File: src/rtl/hazard_controller_pkg.sv
// ---------------------------------------------------------------------------
// hazard_controller_pkg
// Shared types and constants for the pipeline hazard controller.
//   hz_state_e       : controller FSM state encoding
//   XZR_REG          : zero register, never a real data dependency
//   FLUSH_CYCLES_DEF : default IF/ID flush length after a taken branch
// ---------------------------------------------------------------------------
package hazard_controller_pkg;

   typedef enum logic [1:0] {
      ST_RUN      = 2'd0,
      ST_MEM_WAIT = 2'd1,
      ST_FLUSH    = 2'd2
   } hz_state_e;

   localparam logic [4:0] XZR_REG          = 5'd31;
   localparam int         FLUSH_CYCLES_DEF = 1;

endpackage

File: src/rtl/hazard_ld_use_detect.sv
// ---------------------------------------------------------------------------
// hazard_ld_use_detect
// Combinational load-use detector: a load in EX whose destination is read by
// the instruction in ID. Writes to the zero register never create a hazard.
// Ports:
//   mem_read : EX instruction is a load
//   rd_ex    : EX destination register
//   rn_id    : ID first source register
//   rm_id    : ID second source register
//   ld_use   : load-use hazard present
// ---------------------------------------------------------------------------
module hazard_ld_use_detect
   import hazard_controller_pkg::*;
(
   input  logic       mem_read,
   input  logic [4:0] rd_ex,
   input  logic [4:0] rn_id,
   input  logic [4:0] rm_id,
   output logic       ld_use
);

   always_comb begin
      ld_use = mem_read && (rd_ex != XZR_REG) &&
               ((rd_ex == rn_id) || (rd_ex == rm_id));
   end

endmodule

File: src/rtl/hazard_controller.sv
// ---------------------------------------------------------------------------
// hazard_controller
// Pipeline hazard controller: load-use bubbles, data-memory wait holds and
// IF/ID flushing after taken branches.
// Parameters:
//   FLUSH_CYCLES : cycles IF/ID flush is held after a taken branch (1..7)
//   CNT_W        : width of the optional stall counter
// Ports:
//   clk, reset          : clock, synchronous active-high reset
//   MemRead_EX          : EX instruction is a load
//   RegRd_EX            : EX destination register
//   RegRn_ID, RegRm_ID  : ID source registers
//   BrTaken             : branch resolved taken this cycle
//   mem_req, mem_ready  : data memory access / completion in MEM
//   PCWrite, IFIDWrite  : PC and IF/ID write enables
//   pipe_hold           : freezes ID/EX, EX/MEM, MEM/WB
//   IDEXBubble          : zeroes ID/EX control fields
//   IFIDFlush           : clears IF/ID to a NOP
//   state_o             : current FSM state
//   stall_cnt           : cycles with PCWrite=0, saturating
//                         (only with HAZARD_STALL_COUNT_EN defined)
//
// state       | meaning
// ------------+--------------------------------------------------------
// ST_RUN      | normal flow; load-use bubbles inserted combinationally
// ST_MEM_WAIT | data memory busy; front end and back end frozen
// ST_FLUSH    | squashing wrong-path fetches after a taken branch
// (3)         | illegal; recovers to ST_RUN on the next clock
// ---------------------------------------------------------------------------
module hazard_controller
   import hazard_controller_pkg::*;
#(
   parameter int FLUSH_CYCLES = FLUSH_CYCLES_DEF,
   parameter int CNT_W        = 32
) (
   input  logic             clk,
   input  logic             reset,
   input  logic             MemRead_EX,
   input  logic [4:0]       RegRd_EX,
   input  logic [4:0]       RegRn_ID,
   input  logic [4:0]       RegRm_ID,
   input  logic             BrTaken,
   input  logic             mem_req,
   input  logic             mem_ready,
   output logic             PCWrite,
   output logic             IFIDWrite,
   output logic             pipe_hold,
   output logic             IDEXBubble,
   output logic             IFIDFlush,
   output logic [1:0]       state_o
`ifdef HAZARD_STALL_COUNT_EN
   ,
   output logic [CNT_W-1:0] stall_cnt
`endif
);

   localparam logic [2:0] FLUSH_LOAD = 3'(FLUSH_CYCLES);

   hz_state_e  state, state_nxt;
   logic [2:0] flush_cnt, flush_cnt_nxt;
   logic       pend_flush, pend_flush_nxt;
   logic       ld_use;
   logic       mem_miss;

   // A same-cycle ready is a zero-wait access.
   assign mem_miss = mem_req && !mem_ready;

   hazard_ld_use_detect u_ld_use (
      .mem_read (MemRead_EX),
      .rd_ex    (RegRd_EX),
      .rn_id    (RegRn_ID),
      .rm_id    (RegRm_ID),
      .ld_use   (ld_use)
   );

   always_ff @(posedge clk) begin
      if (reset) begin
         state      <= ST_RUN;
         flush_cnt  <= 3'd0;
         pend_flush <= 1'b0;
      end else begin
         state      <= state_nxt;
         flush_cnt  <= flush_cnt_nxt;
         pend_flush <= pend_flush_nxt;
      end
   end

   always_comb begin
      state_nxt      = state;
      flush_cnt_nxt  = flush_cnt;
      pend_flush_nxt = pend_flush;
      case (state)
         ST_RUN: begin
            if (mem_miss) begin
               state_nxt = ST_MEM_WAIT;
            end else if (BrTaken) begin
               state_nxt      = ST_FLUSH;
               flush_cnt_nxt  = FLUSH_LOAD;
               pend_flush_nxt = 1'b0;
            end
         end
         ST_MEM_WAIT: begin
            if (BrTaken)
               pend_flush_nxt = 1'b1;
            if (mem_ready) begin
               // A branch arriving on the release cycle still owes a flush.
               if (pend_flush || BrTaken) begin
                  state_nxt      = ST_FLUSH;
                  flush_cnt_nxt  = FLUSH_LOAD;
                  pend_flush_nxt = 1'b0;
               end else begin
                  state_nxt = ST_RUN;
               end
            end
         end
         ST_FLUSH: begin
            if (flush_cnt <= 3'd1) begin
               state_nxt     = ST_RUN;
               flush_cnt_nxt = 3'd0;
            end else begin
               flush_cnt_nxt = flush_cnt - 3'd1;
            end
         end
         default: begin
            state_nxt      = ST_RUN;
            flush_cnt_nxt  = 3'd0;
            pend_flush_nxt = 1'b0;
         end
      endcase
   end

   always_comb begin
      PCWrite    = 1'b1;
      IFIDWrite  = 1'b1;
      pipe_hold  = 1'b0;
      IDEXBubble = 1'b0;
      IFIDFlush  = 1'b0;
      state_o    = ST_RUN;
      if (!reset) begin
         state_o = state;
         case (state)
            ST_RUN: begin
               // Memory miss and branch outrank the load-use bubble.
               if (!mem_miss && !BrTaken && ld_use) begin
                  PCWrite    = 1'b0;
                  IFIDWrite  = 1'b0;
                  IDEXBubble = 1'b1;
               end
            end
            ST_MEM_WAIT: begin
               PCWrite   = 1'b0;
               IFIDWrite = 1'b0;
               pipe_hold = 1'b1;
            end
            ST_FLUSH: begin
               IFIDFlush  = 1'b1;
               IDEXBubble = 1'b1;
            end
            default: begin
               state_o = ST_RUN;
            end
         endcase
      end
   end

`ifdef HAZARD_STALL_COUNT_EN
   always_ff @(posedge clk) begin
      if (reset)
         stall_cnt <= '0;
      else if (!PCWrite && (stall_cnt != {CNT_W{1'b1}}))
         stall_cnt <= stall_cnt + 1'b1;
   end
`endif

endmodule

File: config.mk
export PLATFORM = sky130hd
export DESIGN_NAME = hazard_controller
export DESIGN_NICKNAME = d
export VERILOG_FILES = /design/src/rtl/hazard_controller_pkg.sv /design/src/rtl/hazard_ld_use_detect.sv /design/src/rtl/hazard_controller.sv
export SDC_FILE = /design/constraint.sdc
export NUM_CORES = 1
export LEC_CHECK = 0
export BUFFER_PORTS_ARGS = -buffer_cell sky130_fd_sc_hd__buf_4
export CORE_MARGIN = 3
export CORE_UTILIZATION = 38
export CTS_CLUSTER_DIAMETER = 100
export CTS_CLUSTER_SIZE = 24
export DETAILED_ROUTE_END_ITERATION = 8
export GPL_ROUTABILITY_DRIVEN = 0
export GPL_TIMING_DRIVEN = 0
export MAX_ROUTING_LAYER = met4
export PLACE_DENSITY = 0.7
export SKIP_LAST_GASP = 1
export SYNTH_ARGS = -nofsm -noshare
export SYNTH_HDL_FRONTEND = slang
export SYNTH_HIERARCHICAL = 1
export SYNTH_SLANG_ARGS = --single-unit
File: constraint.sdc
create_clock -name clk -period 1.3 [get_ports clk]
set_input_delay 0.13 -clock clk [delete_from_list [all_inputs] [get_ports clk]]
set_output_delay 0.13 -clock clk [all_outputs]
set_load 0.005 [all_outputs]
==> results.sh <==
export IMPL_grt_busiest_layer="met2"
export IMPL_yosys_warnings=6
export IMPL_p_comb_frac=0.382
export IMPL_final_cells=111
export IMPL_maxCapViolCount=0
export IMPL_drc=0
export IMPL_dp_cells=106
export IMPL_antenna_found_initial=0
export IMPL_grt_usage=0.1614
export IMPL_fin_ws_ns=-0.2085
export IMPL_grt_use_met1=0.1925
export IMPL_die_y_um=43.37
export IMPL_post_drt_wl_per_cell_um=13.69
export IMPL_clk_pin_slew_worst_paths_ns=0.05
export IMPL_fmax_mhz=662.9
export IMPL_max_stage_delay_ns=0.19
export IMPL_hold_viol=0
export IMPL_seq_power_share=0.336
export IMPL_fin_skew_ns=0.0008012
export IMPL_worst_setup_path_start_kind="input pin"
export IMPL_slowest_stage="nor3_2"
export IMPL_relSlewSlack=0.6146
export IMPL_cts_tree="done"
export IMPL_critPathBufInv=3
export IMPL_die_w_um=43.37
export IMPL_ys_types=33
export IMPL_overflow=0
export IMPL_synth_main_ff_cell="dfxtp_1"
export IMPL_synth_seq_cells=6
export IMPL_clockBufferDepth=2
export IMPL_r2r_end="flush_cnt[2]$_SDFFE_PP0P_"
export IMPL_worstPathArrival_ns=1.38
export IMPL_rows=12
export IMPL_drtIter0Drc=8
export IMPL_cp_data_required_time_ns=1.17
export IMPL_clock_latency_ns=0.25
export IMPL_core_area_um2=1201
export IMPL_num_vias=588
export IMPL_period_minus_slack_ns=1.508
export IMPL_netlist_area_um2=530.5
export IMPL_path_class="in -> out"
export IMPL_ant_nets=0
export IMPL_hp_class="in -> reg"
export IMPL_final_cell_area_um2=884.6
export IMPL_grt_pass1_wl_um=2228
export IMPL_r2r_start="flush_cnt[0]$_SDFFE_PP0P_"
export IMPL_mappedNetlistNets=89
export IMPL_async_flop_share=0
export IMPL_ys_seq_area_frac=0.2264
export IMPL_p_int_mw=0.4392
export IMPL_drt_pass1_iterations=4
export IMPL_synth_edf_count=0
export IMPL_slew_viol_final=0
export IMPL_drt_wl_total_um=1520
export IMPL_crit_start="RegRn_ID[0]"
export IMPL_p_sw_frac=0.2997
export IMPL_use_met2=0.2566
export IMPL_cpMostUsedCell="buf_6"
export IMPL_drive_above_1_share=0.5464
export IMPL_fin_nets=122
export IMPL_dpl_instance_area_um2=743.2
export IMPL_violations="negative setup slack"
export IMPL_numPortBuffers=26
export IMPL_cts_root_buf="clkbuf_4"
export IMPL_r2r_slack_ns=0.04
export IMPL_ir_worst_vdd_uv=476.1
export IMPL_cts_buffers=3
export IMPL_tightest_slew_ns=0.5781
export IMPL_gr_usage_met3=0.06224
export IMPL_path_depth=9
export IMPL_setup_viol=3
export IMPL_syn_area_per_cell_um2=8.038
export IMPL_ff2ff_path_depth=5
export IMPL_end_kind="output port"
export IMPL_clock_sinks=6
export IMPL_path_cells="buf_6 -> xor2_2 -> nor3_2 -> nand3_1 -> a21oi_2 -> nor3b_2 -> o21bai_1 -> buf_4 -> buf_6"
export IMPL_die_area_um2=1881
export IMPL_cts_htree_levels=1
export IMPL_critPathTopFamily="simple AND/OR/NAND/NOR gates"
export IMPL_pin_count=28
export IMPL_insertedDiodeCount=0
export IMPL_p_sw_mw=0.1879
export IMPL_floorplan_initialDensity=0.4417
export IMPL_grt_max_degree=11
export IMPL_p_leak_nw=0.3683
export IMPL_status="finished with violations"
export IMPL_vias_per_cell=5.297
export IMPL_clkPwrFrac=0.283
export IMPL_endpoint="PCWrite"
export IMPL_period_share=1.160
export IMPL_cp_max_fo=2
export IMPL_syn_to_final_growth_pct=66.75
export IMPL_grt_pass1_vias=531
export IMPL_synth_cells=66
export IMPL_powerDensity_nw_per_um2=708.9
export IMPL_rsz0062_at_grt="yes"
-- placed cells by master, fill, tap and decap left out, types with 3 or more instances in the layout --
cell type  instances
nand3_1            3
inv_1              4
buf_6              7
xor2_1             4
xnor2_1            4
buf_4             22
clkbuf_4           3
nor2_1             4
-- kinds of logic (layout without fill, tap and decap cells) --
group | after synthesis | in the layout | synth area share
XOR/XNOR | 10 | 10 | 0.1651
AO/OA/AOI/OAI | 19 | 19 | 0.2642
flip-flops | 6 | 6 | 0.2264
AND/OR/NAND/NOR | 22 | 22 | 0.2406
buffers and inverters | 7 | 38 | 0.05659
adder cells (fa/ha/maj) | 2 | 2 | 0.04716
-- stage by stage --
stage          hold WS, ns  setup TNS, ns  utilization  worst slack (ns)  power (mW)
2_1_floorplan       0.2093              0            -           0.04203      0.3127
3_3_place_gp        0.3476        -0.7304       0.6188           -0.3256      0.4021
3_5_place_dp        0.3486        -0.8815       0.6188           -0.3786      0.4035
4_1_cts            0.07145        -0.4514       0.6604           -0.2264      0.5992
5_1_grt            0.07856        -0.6850       0.7365           -0.2958      0.6745
6_report           0.08235        -0.4177       0.7365           -0.2085      0.6271
-- repair_timing --
action | 4_1_cts | 5_1_grt
resized for setup | 9 | 18
setup buffers | 0 | 2
setup endpoints to repair | 8 | 9
pin swaps | 7 | 9
endpoints found under the hold margin | 0 | 0
hold buffers | 0 | 0
-- how the worst min path moves through the flow --
stage               depth (start not counted)               endpoint  startpoint
floorplan                                   1  state[0]$_SDFFE_PP0P_   mem_ready
global placement                            2  state[0]$_SDFFE_PP0P_   mem_ready
detailed placement                          2  state[0]$_SDFFE_PP0P_   mem_ready
CTS                                         2  state[0]$_SDFFE_PP0P_   mem_ready
global route                                2  state[0]$_SDFFE_PP0P_   mem_ready
finish                                      2  state[0]$_SDFFE_PP0P_   mem_ready
-- metal layers --
metal	wire length (um)	up-vias
met5	0	-
met4	0	0
met3	99	0
met2	791	20
met1	629	268
li1	-	300
-- worst register-to-register path: cells and delay by family (launching register included) --
kind                       cells  cell delay [ns]
and+or+nand+nor                1             0.25
DFF                            1             0.34
buffers and inverters          1             0.08
adders and majority gates      1             0.22
AOI/OAI and AO/OA              2             0.24
-- sequential cells by signal (all words and copies together), names as in the netlist --
signal and cells:
flush_cnt 3, state 2, pend_flush 1
-- area by class of cell --
class,instances,area (um^2)
fill,99,316.6
timing repair buffer,28,236.5
inverter,5,18.77
tap,14,17.52
clock buffer,3,22.52
sequential,6,130.1
buffer,2,11.26
multi-input combinational,53,447.9
-- Yosys cell counts (2+ instances only) --
cell | number | share of area
xor2_1 | 6 | 0.099
inv_1 | 4 | 0.028
a221oi_1 | 2 | 0.033
o21ai_0 | 2 | 0.019
xnor2_1 | 4 | 0.066
nor3_1 | 3 | 0.028
ha_1 | 2 | 0.047
a22oi_1 | 2 | 0.028
dfxtp_1 | 6 | 0.23
a21oi_1 | 3 | 0.028
nor2b_1 | 4 | 0.047
nand3_1 | 3 | 0.028
nor2_1 | 5 | 0.035
-- power groups by stage --
stage | sequential [mW] | clock (mW) | combinational [mW]
6_report | 0.211 | 0.177 | 0.239
5_1_grt | 0.212 | 0.201 | 0.262
4_1_cts | 0.210 | 0.189 | 0.201
3_5_place_dp | 0.212 | 0 | 0.192
3_3_place_gp | 0.212 | 0 | 0.190
2_1_floorplan | 0.208 | 0 | 0.104
Note: power is estimated with default switching activity, not from simulation.
